## src/rtl/dig_display_pkg.sv

```systemverilog
// Shared peripheral address map and output-bundle types for the 7-segment display block.
// The display parameters default to the addresses defined here.
package dig_display_pkg;

    localparam logic [31:0] DIG_DATA_ADDR = 32'hFFFF_F000;
    localparam logic [31:0] DIG_MASK_ADDR = 32'hFFFF_F004;
    localparam logic [31:0] DIG_DP_ADDR   = 32'hFFFF_F008;

    typedef struct packed {
        logic [7:0] dig_en;
        logic [6:0] seg_n;   // {g,f,e,d,c,b,a}, active-low
        logic       dp_n;
    } disp_out_t;

    localparam disp_out_t DISP_BLANK = '{dig_en: 8'hFF, seg_n: 7'h7F, dp_n: 1'b1};

endpackage

```

## src/rtl/dig_display_seg7.sv

```systemverilog
// Combinational hex-to-7-segment decoder; output bits are {g,f,e,d,c,b,a}, active-low.
module seg7_decode (
    input  logic [3:0] nibble,
    output logic [6:0] seg_n
);

    logic [6:0] seg_on;

    always_comb begin
        seg_on = 7'h00;
        case (nibble)
            4'h0: seg_on = 7'h3F;
            4'h1: seg_on = 7'h06;
            4'h2: seg_on = 7'h5B;
            4'h3: seg_on = 7'h4F;
            4'h4: seg_on = 7'h66;
            4'h5: seg_on = 7'h6D;
            4'h6: seg_on = 7'h7D;
            4'h7: seg_on = 7'h07;
            4'h8: seg_on = 7'h7F;
            4'h9: seg_on = 7'h6F;
            4'hA: seg_on = 7'h77;
            4'hB: seg_on = 7'h7C;
            4'hC: seg_on = 7'h39;
            4'hD: seg_on = 7'h5E;
            4'hE: seg_on = 7'h79;
            4'hF: seg_on = 7'h71;
            default: seg_on = 7'h00;
        endcase
        seg_n = ~seg_on;
    end

endmodule

```

## src/rtl/dig_display.sv

```systemverilog
// Eight-digit multiplexed 7-segment display driver with a write-only register interface
// (value, digit-enable mask, decimal points). All outputs are registered.
module dig_display
    import dig_display_pkg::*;
#(
    parameter int unsigned  SCAN_CYCLES = 20000,
    parameter logic [31:0]  DATA_ADDR   = DIG_DATA_ADDR,
    parameter logic [31:0]  MASK_ADDR   = DIG_MASK_ADDR,
    parameter logic [31:0]  DP_ADDR     = DIG_DP_ADDR
) (
    input  logic        clk,
    input  logic        rst_n,
    input  logic [31:0] addr,
    input  logic        we,
    input  logic [31:0] wdata,
    output logic [7:0]  dig_en,
    output logic        DN_A,
    output logic        DN_B,
    output logic        DN_C,
    output logic        DN_D,
    output logic        DN_E,
    output logic        DN_F,
    output logic        DN_G,
    output logic        DN_DP
);

    localparam int unsigned CW = (SCAN_CYCLES > 2) ? $clog2(SCAN_CYCLES) : 1;
    localparam logic [CW-1:0] SCAN_LAST = CW'(SCAN_CYCLES - 1);

    logic [31:0]   data_q, data_d;
    logic [7:0]    mask_q, mask_d;
    logic [7:0]    dp_q, dp_d;
    logic [CW-1:0] scan_q, scan_d;
    logic [2:0]    idx_q, idx_d;
    disp_out_t     out_q, out_d;

    logic [3:0]    cur_nibble;
    logic [6:0]    cur_seg_n;

    seg7_decode u_seg7_decode (
        .nibble (cur_nibble),
        .seg_n  (cur_seg_n)
    );

    always_comb begin
        data_d = data_q;
        mask_d = mask_q;
        dp_d   = dp_q;
        if (we) begin
            if (addr == DATA_ADDR) data_d = wdata;
            if (addr == MASK_ADDR) mask_d = wdata[7:0];
            if (addr == DP_ADDR)   dp_d   = wdata[7:0];
        end
    end

    always_comb begin
        scan_d = scan_q + CW'(1);
        idx_d  = idx_q;
        if (scan_q == SCAN_LAST) begin
            scan_d = '0;
            idx_d  = idx_q + 3'd1;
        end
    end

    // Outputs follow the registered state, so a write or index step shows one edge later.
    always_comb begin
        cur_nibble = data_q[{idx_q, 2'b00} +: 4];
        out_d      = DISP_BLANK;
        if (mask_q[idx_q]) begin
            out_d.dig_en = ~(8'b1 << idx_q);
            out_d.seg_n  = cur_seg_n;
            out_d.dp_n   = ~dp_q[idx_q];
        end
    end

    always_ff @(posedge clk) begin
        if (!rst_n) begin
            data_q <= '0;
            mask_q <= 8'hFF;
            dp_q   <= '0;
            scan_q <= '0;
            idx_q  <= '0;
            out_q  <= DISP_BLANK;
        end else begin
            data_q <= data_d;
            mask_q <= mask_d;
            dp_q   <= dp_d;
            scan_q <= scan_d;
            idx_q  <= idx_d;
            out_q  <= out_d;
        end
    end

    assign dig_en = out_q.dig_en;
    assign DN_A   = out_q.seg_n[0];
    assign DN_B   = out_q.seg_n[1];
    assign DN_C   = out_q.seg_n[2];
    assign DN_D   = out_q.seg_n[3];
    assign DN_E   = out_q.seg_n[4];
    assign DN_F   = out_q.seg_n[5];
    assign DN_G   = out_q.seg_n[6];
    assign DN_DP  = out_q.dp_n;

endmodule

```

## config.mk

```make
export PLATFORM = sky130hd
export DESIGN_NAME = dig_display
export DESIGN_NICKNAME = d
export VERILOG_FILES = /design/src/rtl/dig_display_pkg.sv /design/src/rtl/dig_display_seg7.sv /design/src/rtl/dig_display.sv
export SDC_FILE = /design/constraint.sdc
export NUM_CORES = 1
export LEC_CHECK = 0
export BUFFER_PORTS_ARGS = -buffer_cell sky130_fd_sc_hd__buf_4
export CORE_MARGIN = 3
export CORE_UTILIZATION = 58
export DETAILED_ROUTE_END_ITERATION = 7
export PLACE_DENSITY = 0.85
export SYNTH_ARGS = -nofsm -noshare
export SYNTH_HDL_FRONTEND = slang
export SYNTH_SLANG_ARGS = --single-unit
```

## constraint.sdc

```tcl
create_clock -name clk -period 5.6 [get_ports clk]
set_input_delay 0.56 -clock clk [delete_from_list [all_inputs] [get_ports clk]]
set_output_delay 0.56 -clock clk [all_outputs]
set_load 0.005 [all_outputs]
```

-- After elaboration in Yosys (flattened, before gate mapping)
Memory sizes are Yosys's and may differ from the RTL's.
Cells that the tools add are included.
- word-level logic and storage cells: 31
- memories: 1
- input port bits: 67
- flip-flop bits (word level): 82
- ROM bits: 112
- output and inout bits: 16
- muxes and demuxes: 4
- reductions and logical operators: 5
- bitwise operators: 4
- magnitude comparators: 1
- $add $sub $neg: 2
- shift operators: 2
- equal/unequal tests: 4
- memory list (name ; words ; bits a word ; read ports ; clocked after memory_dff ; wr ports ; line ; text):
    (name not given) ; 16 ; 7 ; 1 ; 0 ; 0 ; dig_display_seg7.sv:11 ; case (nibble)
- operators with widths (operator ; number):
    equality test 32 bit (second input constant) ; 3
    indexed part select 32 x 6 -> 4 bit ; 1
    adder 15 x 1 -> 15 bit (second input constant) ; 1
    equality test 15 bit (second input constant) ; 1
    NOT 8 bit ; 1
    AND reduction 2 bit ; 4
    << shifter 1 x 3 -> 8 bit (first input constant) ; 1
    NOT 7 bit ; 1
    binary-select mux 1 bit (select 3 bit) ; 2
    less-than comparator 3 x 4 -> 1 bit (second input constant) ; 1
    adder 3 x 1 -> 3 bit (second input constant) ; 1
    two-way mux 1 bit ; 2
    NOT 1 bit ; 2
    OR reduction 2 bit ; 1

-- Longest topological paths before layout
- word-level depth: 3
- gate-level depth with buffers: 11

-- Hierarchy
From an unflattened synthesis, not the netlist that was laid out.
- cells, all modules: 410
- area, all modules: 3880.0 um2
- modules (own cells, without submodules) (module ; instances ; area an instance (um2) ; cells an instance ; sequential area each (um2)):
    dig_display ; 1 ; 3634.7 ; 377 ; 1641.6
    seg7_decode ; 1 ; 245.2 ; 33 ; 0.0

-- Least setup slack after synthesis
No wires, ideal clock.
- path type: reg-to-reg
- start: register idx_q[0]
- end: register out_q (netlist bit DN_D)
- stages on the path, launching flop included: 9
- setup time: 0.130 ns
- slack: 3.304 ns
- path buffers: 2
- required time: 5.470 ns
- period minus slack after synthesis: 2.296 ns
- data arrival time: 2.166 ns
- cells stage by stage: dfxtp_1 buf_6 buf_6 mux4_2 mux2_2 ha_1 mux2_1 mux2i_1 nand2_1
- word-level cells in the longest chain between the ends: 3
- elaborated cells between the ends (all ways): 6
- ends and longest elaborated chain (what ; line ; text):
    from (decl) ; dig_display.sv:34 ; logic [2:0] idx_q, idx_d;
    from (signal assigned) ; dig_display.sv:89 ; idx_q <= idx_d;
    indexed part select 32 x 6 -> 4 bit or binary-select mux 1 bit (select 3 bit) (tied branches) ; dig_display.sv:67, dig_display.sv:69 ;
    memory read (16 x 7 bit) or two-way mux 1 bit (tied branches) ; n/a ;
    NOT 7 bit or AND reduction 2 bit (tied branches) ; n/a ;
    to (signal assigned) ; dig_display.sv:90 ; out_q <= out_d;
    to (decl) ; dig_display.sv:35 ; disp_out_t out_q, out_d;
Parallel ways exist; a longest one is shown, timed or not. The select of a mux whose other input is x is not followed.
A chain may end at the register's enable or synchronous reset.

-- Final worst setup path
Same ends and word-level chain as after synthesis.

==> results.tsv <==
stage	metric	value	unit
power	Comb power frac	0.059	
cts	Worst-Skew Late Latency	0.35	ns
floorplan	Core Area	0.00610	mm2
synth	post-synth top area share	0.434	
min_path	hold depth	3	
sta	Clock Skew	0.0129	ns
floorplan	Die Width	86.7	um
grt	met1 GRT Util	0.300	
floorplan	Starting Density	0.620	
placed_design	Post-DP HPWL	5370	um
grt	met2 Use GR	0.348	
power	switching power total	241	uW
synth	Post-synth top flop	dfxtp_1	
worst_setup_path	crit path kind	reg -> reg	
worst_setup_path	Most common cell on crit path	mux2i_1	
worst_setup_path	CP bufs+invs	0	
placed_design	gpl congestion	0.840	
worst_setup_path	max incr delay on CP	0.95	ns
cts	Hold Buf Count CTS	0	
routing	WL/cell	14.9	um
cts	clock tree sinks	82	
final_layout	area delta synth->final	20.8	%
synth	Ys Warns	0	
synth	synth cell count leaders	dfxtp_1 (82), mux2i_1 (55), nor2b_1 (41)	
synth	post-synth top area cell	dfxtp_1	
sta	Slew @ Worst Pin	0.985	ns
final_layout	register area	0.00164	mm2
final_layout	Antenna diodes	0	
synth	Synth Instances	342	
power	sequential power share	0.541	
routing	drt first pass iters	4	
sta	max frequency	0.328	GHz
routing	vias per cell	5.37	
cts	post-cts sizing count	0	
sta	unrepaired setup endpoints after global routing	no	
final_layout	Core Util, Final	0.749	
min_path	worst min-delay path class	in -> reg	
synth	Synth cell types	40	
cts	clock slew at reported path FFs	0.08	ns
cts	clk buf depth	2	
routing	total wire length	7450	um
worst_setup_path	critical-path maximum fanout	16	
final_layout	nets	499	
placed_design	IO Port Bufs	82	
worst_setup_path	CP startpoint kind	register	
grt	met3 global-route usage	0.0409	
worst_setup_path	Reg2Reg Depth	5	
synth	synthesized flop and latch total	82	
synth	part of the Yosys area used for sequential elements	0.434	
final_layout	area of the multi-input gates	0.00197	mm2
floorplan	Die Area	0.00752	mm2
worst_setup_path	delay-heaviest family, CP	multiplexers	
outcome	outcome	completed	
sta	fin crit period	3.05	ns
sta	Min Hold Slack	0.447	ns
sta	fin crit share	0.545	
synth	Synth area leaders	dfxtp_1 (43%), mux2i_1 (15%), mux4_2 (7.2%), nor2b_1 (6.8%), ha_1 (4.3%)	
power	Worst VDD drop	172	uV
sta	total negative slack	0	ns
sta	Max Slew Vio Count	0	
synth	syn nets	422	
worst_setup_path	crit-path cells	mux4_2, mux2i_1, mux2_1, mux2i_1, nand2_1	
grt	total gr overflow	0	
synth	Synth Cell Area	0.00378	mm2
grt	initial antenna violation count	0	
floorplan	Die Span Y	86.7	um
sta	final setup fails	0	
power	Net Sw Frac	0.221	
cts	Setup Buffers After CTS	0	
placed_design	pre-CTS setup slack	2.55	ns
cts	H-tree depth	3	
power	pwr/cell area	239	mW/mm2
sta	final worst setup slack	2.55	ns
worst_setup_path	Worst Path Arrival	3.28	ns
synth	ys async rst share	0	
grt	first-pass GRT wire length	13000	um
grt	vias in the first global route	2726	
cts	CTS root buf	clkbuf_8	
power	Int Power	849	uW
routing	DRC	0	
final_layout	# fillers	435	
sta	Final Hold Viols	0	
sta	Max transition margin	0.324	
synth	Post-synth EDFFs	0	
worst_setup_path	critical path depth	5	
cts	Num CTS Buffers	9	
synth	synthesized area per cell	11.0	um2
grt	Tot GR Track Use	0.219	
power	Overall Power	1090	uW
final_layout	share of cells above drive strength 1	0.288	
floorplan	Top-Level Pins	83	
worst_setup_path	Worst EP required	5.82	ns
worst_setup_path	CP max stage cell	dfxtp_1	
power	clock power share	0.401	
synth	most common cell in the netlist	dfxtp_1	
grt	grt peak-use layer	met2	
routing	post-route ant nets	0	
grt	largest net degree at the start of global routing	59	
worst_setup_path	CP endpoint kind	register	
cts	CTS tree	done	
power	LEAKAGE	0.00217	uW
routing	Via Count	2680	
flow_run	Max-cap violations	0	
floorplan	row cnt	28	
routing	Iteration-0 DRC Markers	104	
layer usage:
metal	up-vias	routed length [um]
met1	1260	3430
met2	72	3530
met5	-	0
li1	1340	-
met3	8	384
met4	0	106
flip-flops by register name, summed over array words and instances, names as in the netlist:
register / flops
DN_DP: 1
DN_C: 1
idx_q: 3
mask_q: 8
DN_F: 1
DN_B: 1
DN_E: 1
dp_q: 8
DN_D: 1
data_q: 32
DN_A: 1
scan_q: 15
DN_G: 1
dig_en: 8
tightest hold or removal path, cell delays in order:
cell	delay, ns
buf_4	0.09
mux2i_1	0.06
nand2_1	0.06
per-stage QoR:
stage	instance area, um2	cells
floorplan	3780	342
global placement	4360	483
detailed placement	4360	483
CTS	4560	499
global route	4560	499
finish	4560	499
area by class of cell:
type                            instances  share of cell area
Multi-Input combinational cell        235               0.432
Sequential cell                        82               0.360
Timing Repair Buffer                   83               0.137
Clock buffer                           11              0.0310
Tap cell                               75              0.0206
Clock inverter                          5              0.0134
Inverter                                8             0.00658
logic make-up after synthesis:
| kind of cell | count (synthesis) | synth area share |
|---|---|---|
| simple gates | 127 | 0.193 |
| flops | 82 | 0.434 |
| mux | 71 | 0.232 |
| buf+inv | 25 | 0.0450 |
| xor+xnor | 14 | 0.0325 |
| fa+ha+maj | 13 | 0.0430 |
| compound gates | 10 | 0.0199 |
power by group through the flow:
stage / sequential (uW) / combinational, uW / clock (uW)
after detailed placement: 603 / 63.6 / 0
after global routing: 590 / 69.8 / 467
after CTS: 589 / 64.2 / 444
after global placement: 603 / 62.2 / 0
final: 589 / 63.8 / 437
after floorplan: 603 / 18.0 / 0
layout by cell type, fill, tap and decap left out, types with 3 or more instances in the layout:
cell	n
ha_1	13
nor2_1	15
clkbuf_8	10
xor2_1	9
o221ai_1	4
inv_1	5
inv_2	3
nand2_1	32
nor2b_1	41
and3_1	5
buf_4	83
xnor2_1	5
mux2i_1	55
nand3_1	7
nand4_1	7
mux4_2	12
clkinvlp_4	3
and2_1	4
dfxtp_1	82
path summary, 6_finish.rpt:
path | endpoint | slack [ns] | from
worst min-delay path | mask_q[5] | 0.45 | wdata[5]
worst max-delay path | DN_D | 2.55 | idx_q[0]
worst min register to register | mask_q[4] | 0.48 | mask_q[4]
worst max register to register | DN_D | 2.55 | idx_q[0]
Power figures use the tool's default switching activity.
